$ cat src/rtl/rv64g_l2_mshr_file.sv
// rtl/rv64g_l2_mshr_file.sv - L2 miss status holding register file with line-conflict blocking
module rv64g_l2_mshr_file #(
    parameter int ADDR_W   = 64,
    parameter int SOURCE_W = 6,
    parameter int TYPE_W   = 3,
    parameter int CORES    = 4,
    parameter int ENTRIES  = 4,
    parameter int LINE_OFF = 6
) (
    input  logic                          clk,
    input  logic                          rst_n,
    input  logic                          alloc_valid_i,
    output logic                          alloc_ready_o,
    input  logic [ADDR_W-1:0]             alloc_addr_i,
    input  logic [SOURCE_W-1:0]           alloc_source_i,
    input  logic [TYPE_W-1:0]             alloc_type_i,
    output logic [$clog2(ENTRIES)-1:0]    alloc_idx_o,
    output logic                          alloc_conflict_o,
    input  logic                          dealloc_i,
    input  logic [$clog2(ENTRIES)-1:0]    dealloc_idx_i,
    input  logic                          set_probes_i,
    input  logic [$clog2(ENTRIES)-1:0]    set_probes_idx_i,
    input  logic [CORES-1:0]              probes_mask_i,
    input  logic                          probe_ack_i,
    input  logic [$clog2(ENTRIES)-1:0]    probe_ack_idx_i,
    input  logic [$clog2(CORES)-1:0]      probe_ack_core_i,
    output logic [ENTRIES-1:0]            valid_o,
    output logic [ENTRIES-1:0]            probes_done_o,
    output logic [ENTRIES*ADDR_W-1:0]     entry_addr_o,
    output logic [ENTRIES*SOURCE_W-1:0]   entry_source_o,
    output logic [ENTRIES*TYPE_W-1:0]     entry_type_o,
    output logic [ENTRIES*CORES-1:0]      pending_probes_o,
    output logic [$clog2(ENTRIES+1)-1:0]  count_o,
    output logic                          full_o
);
    localparam int IDX_W = $clog2(ENTRIES);
    localparam int CNT_W = $clog2(ENTRIES+1);

    logic [ENTRIES-1:0]  valid_q, valid_d, probes_set_q, probes_set_d;
    logic [ADDR_W-1:0]   addr_q   [ENTRIES];
    logic [SOURCE_W-1:0] source_q [ENTRIES];
    logic [TYPE_W-1:0]   type_q   [ENTRIES];
    logic [CORES-1:0]    mask_q   [ENTRIES];
    logic [CORES-1:0]    mask_d   [ENTRIES];
    logic                conflict;
    logic [IDX_W-1:0]    free_idx;
    logic                alloc_fire;
    logic [CORES-1:0]    ack_keep;
    logic [CNT_W-1:0]    count;
    logic                unused_line_offset;

    // Offset bits within a line never take part in conflict detection.
    assign unused_line_offset = ^alloc_addr_i[LINE_OFF-1:0];

    always_comb begin
        conflict = 1'b0;
        for (int i = 0; i < ENTRIES; i++) begin
            if (valid_q[i] && addr_q[i][ADDR_W-1:LINE_OFF] == alloc_addr_i[ADDR_W-1:LINE_OFF])
                conflict = 1'b1;
        end
    end

    always_comb begin
        free_idx = '0;
        for (int i = ENTRIES - 1; i >= 0; i--) begin
            if (!valid_q[i])
                free_idx = IDX_W'(i);
        end
    end

    always_comb begin
        count = '0;
        for (int i = 0; i < ENTRIES; i++)
            count = count + CNT_W'(valid_q[i]);
    end

    assign full_o           = &valid_q;
    assign alloc_conflict_o = conflict;
    assign alloc_ready_o    = alloc_valid_i & ~full_o & ~conflict;
    assign alloc_fire       = alloc_ready_o;
    assign alloc_idx_o      = free_idx;
    assign count_o          = count;
    assign valid_o          = valid_q;
    assign ack_keep         = ~(CORES'(1) << probe_ack_core_i);

    // Within a live entry: set_probes loads first, an ack then masks, and dealloc overrides both.
    always_comb begin
        for (int i = 0; i < ENTRIES; i++) begin
            valid_d[i]      = valid_q[i];
            probes_set_d[i] = probes_set_q[i];
            mask_d[i]       = mask_q[i];
            if (valid_q[i]) begin
                if (set_probes_i && set_probes_idx_i == IDX_W'(i)) begin
                    mask_d[i]       = probes_mask_i;
                    probes_set_d[i] = 1'b1;
                end
                if (probe_ack_i && probe_ack_idx_i == IDX_W'(i))
                    mask_d[i] = mask_d[i] & ack_keep;
                if (dealloc_i && dealloc_idx_i == IDX_W'(i)) begin
                    valid_d[i]      = 1'b0;
                    probes_set_d[i] = 1'b0;
                    mask_d[i]       = '0;
                end
            end else if (alloc_fire && free_idx == IDX_W'(i)) begin
                valid_d[i]      = 1'b1;
                probes_set_d[i] = 1'b0;
                mask_d[i]       = '0;
            end
        end
    end

    always_ff @(posedge clk or negedge rst_n) begin
        if (!rst_n) begin
            valid_q      <= '0;
            probes_set_q <= '0;
            for (int i = 0; i < ENTRIES; i++) begin
                addr_q[i]   <= '0;
                source_q[i] <= '0;
                type_q[i]   <= '0;
                mask_q[i]   <= '0;
            end
        end else begin
            valid_q      <= valid_d;
            probes_set_q <= probes_set_d;
            for (int i = 0; i < ENTRIES; i++) begin
                mask_q[i] <= mask_d[i];
                if (alloc_fire && free_idx == IDX_W'(i)) begin
                    addr_q[i]   <= alloc_addr_i;
                    source_q[i] <= alloc_source_i;
                    type_q[i]   <= alloc_type_i;
                end
            end
        end
    end

    for (genvar g = 0; g < ENTRIES; g++) begin : g_out
        assign entry_addr_o[g*ADDR_W +: ADDR_W]       = addr_q[g];
        assign entry_source_o[g*SOURCE_W +: SOURCE_W] = source_q[g];
        assign entry_type_o[g*TYPE_W +: TYPE_W]       = type_q[g];
        assign pending_probes_o[g*CORES +: CORES]     = mask_q[g];
        assign probes_done_o[g] = valid_q[g] & probes_set_q[g] & ~|mask_q[g];
    end
endmodule

$ cat config.mk
export PLATFORM = sky130hd
export DESIGN_NAME = rv64g_l2_mshr_file
export DESIGN_NICKNAME = d
export VERILOG_FILES = /design/src/rtl/rv64g_l2_mshr_file.sv
export SDC_FILE = /design/constraint.sdc
export NUM_CORES = 1
export LEC_CHECK = 0
export CAP_MARGIN = 20
export CORE_ASPECT_RATIO = 0.6
export CORE_UTILIZATION = 49
export CTS_CLUSTER_DIAMETER = 80
export DETAILED_ROUTE_END_ITERATION = 7
export PLACE_DENSITY = 0.91
export SLEW_MARGIN = 20
export SYNTH_ARGS = -nofsm -noshare
export SYNTH_HDL_FRONTEND = slang
export SYNTH_SLANG_ARGS = --single-unit
$ cat constraint.sdc
create_clock -name clk -period 3.1 [get_ports clk]
set_clock_uncertainty 0.2 [all_clocks]
set_input_delay 0.465 -clock clk [delete_from_list [all_inputs] [get_ports clk]]
set_output_delay 0.465 -clock clk [all_outputs]
set_load 0.005 [all_outputs]
==> flow_summary_export.csv, run 1 <==
group,metric,value,unit
timing,tightest_slew,779,ps
floorplanning,rows,49,
floorplanning,fp.dieH,140,µm
power,vdd_ir_drop_max,0.590,mV
global_route,antenna_found_initial,1,
yosys,synth.distinct_cells,57,
finish,drive_above_1_share,34.2,%
detailed_routing,wirelength,68900,µm
yosys,synth-xor-area-share,9.28,%
power,leakagePower,10.7,nW
detailed_routing,first_iter_violations,1695,
placed_design,dp.final_hpwl,44400,µm
clocking,cts_inserted_buffers,30,
worst_setup_path,crit_path_max_fanout,8,
finish,instances_no_fill,2329,
yosys,synth_compound_area_share,5.16,%
clocking,cts-root-buf,"clkbuf_16",
yosys,synth_edf_count,0,
timing,hold_slack,97.4,ps
global_route,grt_use_total,40.9,%
global_route,grt_pass1_wl,96000,µm
timing,post-route-min-period,3580,ps
yosys,syn-num-nets,1350,
global_route,grt_max_degree,101,
detailed_routing,ant_nets,0,
placed_design,place_area,0.0214,mm²
yosys,ys_warn_count,0,
timing,finalSetupTns,-101340,ps
global_route,grt_overflow,0,
timing,fin_ws,-479,ps
power,p_total,26.6,mW
timing,fmax,279,MHz
timing,grt_setup_unrepaired,"yes",
floorplanning,start_util,50.7,%
yosys,ys_ff_latch,316,
global_route,grt_pass1_vias,14000,
clocking,path_clk_slew,70,ps
placed_design,place_congestion,1.07,
clocking,cts_tree,"yes",
yosys,synth_fa_ha_area_share,0.372,%
worst_setup_path,critPathBufInv,9,
finish,syn_to_final_growth,57.9,%
yosys,synth_top_family_by_area,"multiplexers",
worst_setup_path,crit_path_top_delay_cell,"clkdlybuf4s50_1",
floorplanning,io_pins,415,
timing,finalHoldViolCount,0,
placed_design,place_inst,2185,
detailed_routing,drc,0,
timing,relSlewSlack,47.9,%
worst_setup_path,critPathKind,"in2reg",
worst_setup_path,path_delay_family,"buffers and inverters",
clocking,cts_max_level,1,
placed_design,dp_slack,-1080,ps
timing,slew_viol_final,0,
finish,fin_nets,1994,
job,maxCapViolCount,0,
yosys,synthSimpleGateAreaFrac,7.40,%
yosys,syn_area,0.0155,mm²
detailed_routing,first_pass_iters,8,
yosys,yosysSeqAreaShare,51.1,%
power,p_per_area,1090,mW/mm²
outcome,violations,"negative setup slack",
detailed_routing,vias,14300,
clocking,insertion_delay,590,ps
worst_setup_path,slowest_delay,590,ps
yosys,ys.flop_type,"dfrtp_1",
yosys,synth_mux_area_share,21.5,%
timing,finalSetupViolCount,299,
yosys,syn_inst,1255,
floorplanning,die-area,0.0323,mm²
worst_setup_path,arrival,3830,ps
clocking,cts_sinks,316,
detailed_routing,via_per_inst,6.12,
outcome,outcome,"finished, violations left",
floorplanning,core_area,0.0305,mm²
clocking,clock_tree.buffer_depth,3,
worst_setup_path,worstPathRequired,3350,ps
yosys,synthArstFlopShare,100,%
hold_path,min_path_type,"in2reg",
floorplanning,die_w,231,µm
worst_setup_path,critical_path.cell_chain,"clkdlybuf4s50_1 -> buf_4 -> o22ai_1 -> nor4_1 -> buf_4 -> nand4_1 -> o32a_1 -> buf_6 -> buf_4 -> nand3_4 -> buf_6 -> nor2_4 -> buf_12 -> buf_12 -> buf_12 -> mux2_4",
worst_setup_path,startpoint_type,"primary input",
finish,post-route-cell-area,0.0244,mm²
detailed_routing,wl_per_cell,29.6,µm
placed_design,port_buffers,414,
finish,utilization,80.0,%
yosys,synth_area_per_cell,12.3,µm²
timing,period_share,115,%
worst_setup_path,cp-end-kind,"flop",
[repair_timing]
action | 4_1_cts | 5_1_grt
setup endpoints to repair | 319 | 317
buffers inserted | 36 | 32
pin swaps | 14 | 23
cloned | 32 | 2
hold buffers | 1 | 0
hold endpoints to repair | 53 | 0
resized for setup | 119 | 76
[worst reg2reg max path: stages, from the launching register on]
cell     delay (ps)
dfrtp_1         430
inv_1           140
o22ai_1         130
nor4_1          430
buf_4           230
nand4_1         160
o32a_1          400
buf_6           150
buf_4           140
nand3_4          80
buf_6           110
nor2_4           50
buf_12          170
buf_12          140
buf_12          150
mux2_4          310
[report_power, final]
| part | total, mW | internal [mW] | switching [mW] | leakage, nW |
|---|---|---|---|---|
| sequential | 8.35 | 6.20 | 2.15 | 3.77 |
| clock | 3.82 | 2.11 | 1.71 | 0.483 |
| combinational | 14.4 | 8.71 | 5.73 | 6.44 |
| total | 26.6 | 17.0 | 9.59 | 10.7 |
[cell type report]
| cell class | instances | area [µm²] |
|---|---|---|
| Multi-Input combinational cell | 778 | 7200 |
| Tap cell | 408 | 510 |
| Sequential cell | 316 | 7910 |
| Antenna cell | 2 | 5.00 |
| Fill cell | 1643 | 6090 |
| Timing Repair Buffer | 697 | 7550 |
| Inverter | 76 | 285 |
| Clock inverter | 7 | 65.1 |
| Clock buffer | 45 | 918 |
[final timing paths]
kind / from / to / slack [ps] / cells past startpoint
worst max-delay path: alloc_addr_i[51] / entry_addr_o[230] / -480 / 16
worst min-delay path: alloc_addr_i[46] / entry_addr_o[46] / 100 / 2
worst max register to register: entry_addr_o[42] / entry_addr_o[230] / -440 / 15
worst min register to register: entry_addr_o[4] / entry_addr_o[4] / 300 / 1
max in group asynchronous: rst_n / entry_addr_o[177] / 1480 / 3
min in group asynchronous: rst_n / pending_probes_o[9] / 210 / 2
[placed cells by master (no fill, tap or decap), types with 5 or more instances in the layout]
master / count
a2111o_1: 5
a21oi_1: 15
buf_12: 46
buf_16: 24
buf_4: 181
buf_6: 23
buf_8: 5
clkbuf_1: 5
clkbuf_16: 34
clkbuf_8: 9
clkdlybuf4s50_1: 377
dfrtp_1: 313
dlygate4sd2_1: 21
dlymetal6s2s_1: 12
inv_1: 72
mux2_2: 225
mux2_4: 36
mux2i_1: 26
nand2_1: 34
nand2b_1: 34
nand3_1: 11
nand4_1: 29
nor2_1: 11
nor2b_1: 19
nor3_1: 5
nor4_1: 20
nor4_2: 10
o2111ai_1: 9
o21ai_0: 19
o221ai_1: 5
o22ai_1: 27
xnor2_1: 88
xnor2_2: 8
xor2_1: 67
[flip-flops by register name, indices dropped and copies added (netlist names)]
name	count
pending_probes_o	16
entry_addr_o	256
valid_o	4
entry_source_o	24
probes_set_q	4
entry_type_o	12
[cell usage after synthesis (8+ instances only)]
cell type,n,area (µm²)
a21oi_1,16,80.1
buf_2,59,295
buf_4,8,60.1
clkbuf_1,9,33.8
dfrtp_1,316,7910
inv_1,76,285
mux2_2,241,2710
mux2_4,20,300
mux2i_1,31,310
nand2_1,34,128
nand2b_1,35,219
nand3_1,11,55.1
nand4_1,29,181
nor2_1,13,48.8
nor2b_1,19,119
nor4_1,34,213
o2111ai_1,10,87.6
o21ai_0,20,100
o22ai_1,29,181
xnor2_1,97,850
xor2_1,67,587
[metal layers]
metal,share of wire [%],global-route usage [%],vias to the layer above
li1,-,-,5685
met1,38,55.7,7107
met2,43,60.7,1194
met3,14,12.7,264
met4,5.4,16.3,0
met5,0,0,-
[kinds of logic (layout without fill, tap and decap cells)]
logic type               count (synthesis)  count (layout)
multiplexers                           292             292
flip-flops                             316             316
AND/OR/NAND/NOR                        201             202
adder cells (fa/ha/maj)                  4               4
AO/OA/AOI/OAI                          116             116
other                                    0               2
buffers and inverters                  162             825
XOR/XNOR                               164             164
(Power assumes the default switching activity.)
==> run 2: changes to the inputs <==
Settings changed: CTS_CLUSTER_DIAMETER 80 to not set.
==> results of run 2 <==
No change in the layout: final DEF, timing and power equal those of run 1.
==> run 3: changes to the inputs <==
Settings changed: MAX_ROUTING_LAYER set to met4.
==> run 3 against run 2 <==
  * The flow still finishes with violations (negative setup slack)
  * Hold slack worse by 27 ps
  * Wire length is 2.4% lower
  * Sequential cell count stayed put
  * Count of clock-buffer cells in the layout is 8 lower
  * Sequential share of layout area about the same
  * Power fell by 0.56%
  * Core utilization grew 0.12 points
  * Global-route usage grew 1.2 points
  * Sequential power hardly changed
==> flow_summary_export.csv, run 3 (synthesized netlist as in run 1, its figures left out) <==
group,metric,value,unit
outcome,outcome,"finished, violations left",
outcome,violations,"negative setup slack",
detailed_routing,first_pass_iters,5,
finish,utilization,80.2,%
finish,syn_to_final_growth,58.1,%
floorplanning,die_w,231,µm
timing,period_share,116,%
floorplanning,io_pins,415,
clocking,insertion_delay,600,ps
power,seq_power_share,31.6,%
clocking,path_clk_slew,60,ps
timing,finalSetupViolCount,306,
global_route,grt_use_total,42.1,%
power,p_switching,9.53,mW
finish,final_cell_mix,"clkdlybuf4s50_1, dfrtp_1, mux2_2, buf_4, xnor2_1",
floorplanning,die-area,0.0323,mm²
placed_design,port_buffers,414,
finish,largest_reg_flops,256,
detailed_routing,ant_nets,0,
timing,post-route-min-period,3590,ps
power,p_total,26.5,mW
clocking,cts_sinks,316,
worst_setup_path,cp-end-kind,"output pin",
job,maxCapViolCount,0,
global_route,antenna_found_initial,2,
timing,grt_setup_unrepaired,"yes",
timing,fmax,278,MHz
timing,tightest_slew,864,ps
worst_setup_path,arrival,2930,ps
worst_setup_path,worstPathRequired,2430,ps
detailed_routing,vias,14000,
finish,fin_nets,1997,
worst_setup_path,critPathKind,"in2out",
floorplanning,start_util,50.7,%
timing,relSlewSlack,41.9,%
worst_setup_path,path_delay_family,"buffers and inverters",
timing,finalHoldViolCount,0,
power,leakagePower,10.8,nW
detailed_routing,first_iter_violations,1490,
worst_setup_path,slowest_delay,770,ps
floorplanning,fp.dieH,140,µm
floorplanning,core_area,0.0305,mm²
clocking,cts_tree,"yes",
power,p_per_area,1080,mW/mm²
power,vdd_ir_drop_max,0.605,mV
worst_setup_path,crit_path_top_delay_cell,"nor4_1",
power,combPwrFrac,54.0,%
clocking,cts_inserted_buffers,30,
clocking,clock_tree.buffer_depth,3,
worst_setup_path,critical_path.most_common_cell,"buf_6",
worst_setup_path,startpoint_type,"primary input",
worst_setup_path,critical_path.cell_chain,"clkdlybuf4s50_1 -> inv_1 -> buf_4 -> o22ai_1 -> nor4_1 -> nand4_1 -> o32a_1 -> buf_6 -> nand2_4 -> buf_6",
detailed_routing,drc,0,
global_route,grt_max_degree,76,
floorplanning,rows,49,
timing,slew_viol_final,0,
global_route,grt_pass1_vias,14200,
clocking,cts-root-buf,"clkbuf_16",
detailed_routing,wirelength,67200,µm
placed_design,dp.final_hpwl,45600,µm
worst_setup_path,critPathBufInv,5,
global_route,grt_overflow,0,
power,p_clk_share,14.5,%
power,p_sw_share,36.0,%
detailed_routing,via_per_inst,6.00,
clocking,cts_max_level,1,
finish,drive_above_1_share,34.4,%
hold_path,min_path_type,"in2reg",
detailed_routing,wl_per_cell,28.8,µm
finish,final_common_cell,"clkdlybuf4s50_1",
placed_design,place_congestion,1.07,
power,p_int,16.9,mW
worst_setup_path,crit_path_max_fanout,5,
global_route,grt_pass1_wl,96300,µm
timing,fin_ws,-492,ps
run 3: changes by cell type in the layout (fill, tap and decap cells not counted), moves of 4 or more:
cell / previous run / this run
mux2_2: 225 / 177
mux2_4: 36 / 84
buf_6: 23 / 38
buf_16: 24 / 11
clkdlybuf4s50_1: 377 / 388
buf_12: 46 / 56
dlygate4sd2_1: 21 / 11
clkbuf_8: 9 / 4
buf_4: 181 / 177
clkinvlp_4: 2 / 6
o21ai_0: 19 / 15
o21ai_1: 3 / 7
xnor2_2: 8 / 12
run 3: timing repair:
item                                    CTS  global route
hold buffers                              1             0
buffers inserted                         54            27
pin swaps                                22            22
endpoints found under the hold margin    55             0
endpoints found under the setup margin  321           319
gates resized for setup                 150           123
cloned                                   27             1
run 3: worst paths after layout:
kind	to	startpoint	slack [ps]	cells after the start
min in group asynchronous	pending_probes_o[10]	rst_n	210	2
max reg2reg	entry_source_o[9]	entry_addr_o[205]	-470	12
min reg2reg	entry_source_o[17]	entry_source_o[17]	310	1
max in group asynchronous	entry_type_o[4]	rst_n	1600	3
min	entry_addr_o[49]	alloc_addr_i[49]	70	2
max	alloc_conflict_o	alloc_addr_i[61]	-490	10
run 3: final cells by class:
cell class / count / area [µm²]
sequential: 316 / 7910
timing repair buffer: 701 / 7430
multi-input combinational: 777 / 7330
fill: 1670 / 6060
clock buffer: 37 / 817
tap: 408 / 510
inverter: 76 / 285
clock inverter: 19 / 183
antenna: 1 / 2.50
run 3: through the flow:
stage / cell area, µm² / hold WS (ps) / TNS (ps) / worst slack [ps] / instances
5_1_grt: 24500 / 64.4 / -107270 / -511 / 2335
3_5_place_dp: 21500 / 257 / -344810 / -1260 / 2198
2_1_floorplan: 15500 / -30.6 / 0 / 75.3 / 1255
6_report: 24500 / 70.8 / -99990 / -492 / 2335
3_3_place_gp: 21500 / 258 / -343430 / -1270 / 2198
4_1_cts: 24300 / 169 / -76240 / -428 / 2334
run 3: power groups by stage:
stage / clock network, mW / registers (mW) / logic, mW
CTS: 3.82 / 8.16 / 13.9
global placement: 0 / 8.02 / 11.9
global route: 4.00 / 8.54 / 14.8
floorplan: 0 / 7.95 / 4.80
detailed placement: 0 / 8.17 / 12.1
finish: 3.83 / 8.35 / 14.3
run 3: routing by layer:
metal,global-route usage [%],vias up,share of wire (%)
met1,57.5,7079,41
met4,17.7,0,4.9
met5,-,-,0
li1,-,5700,-
met3,11.6,217,12
met2,58.5,1012,42
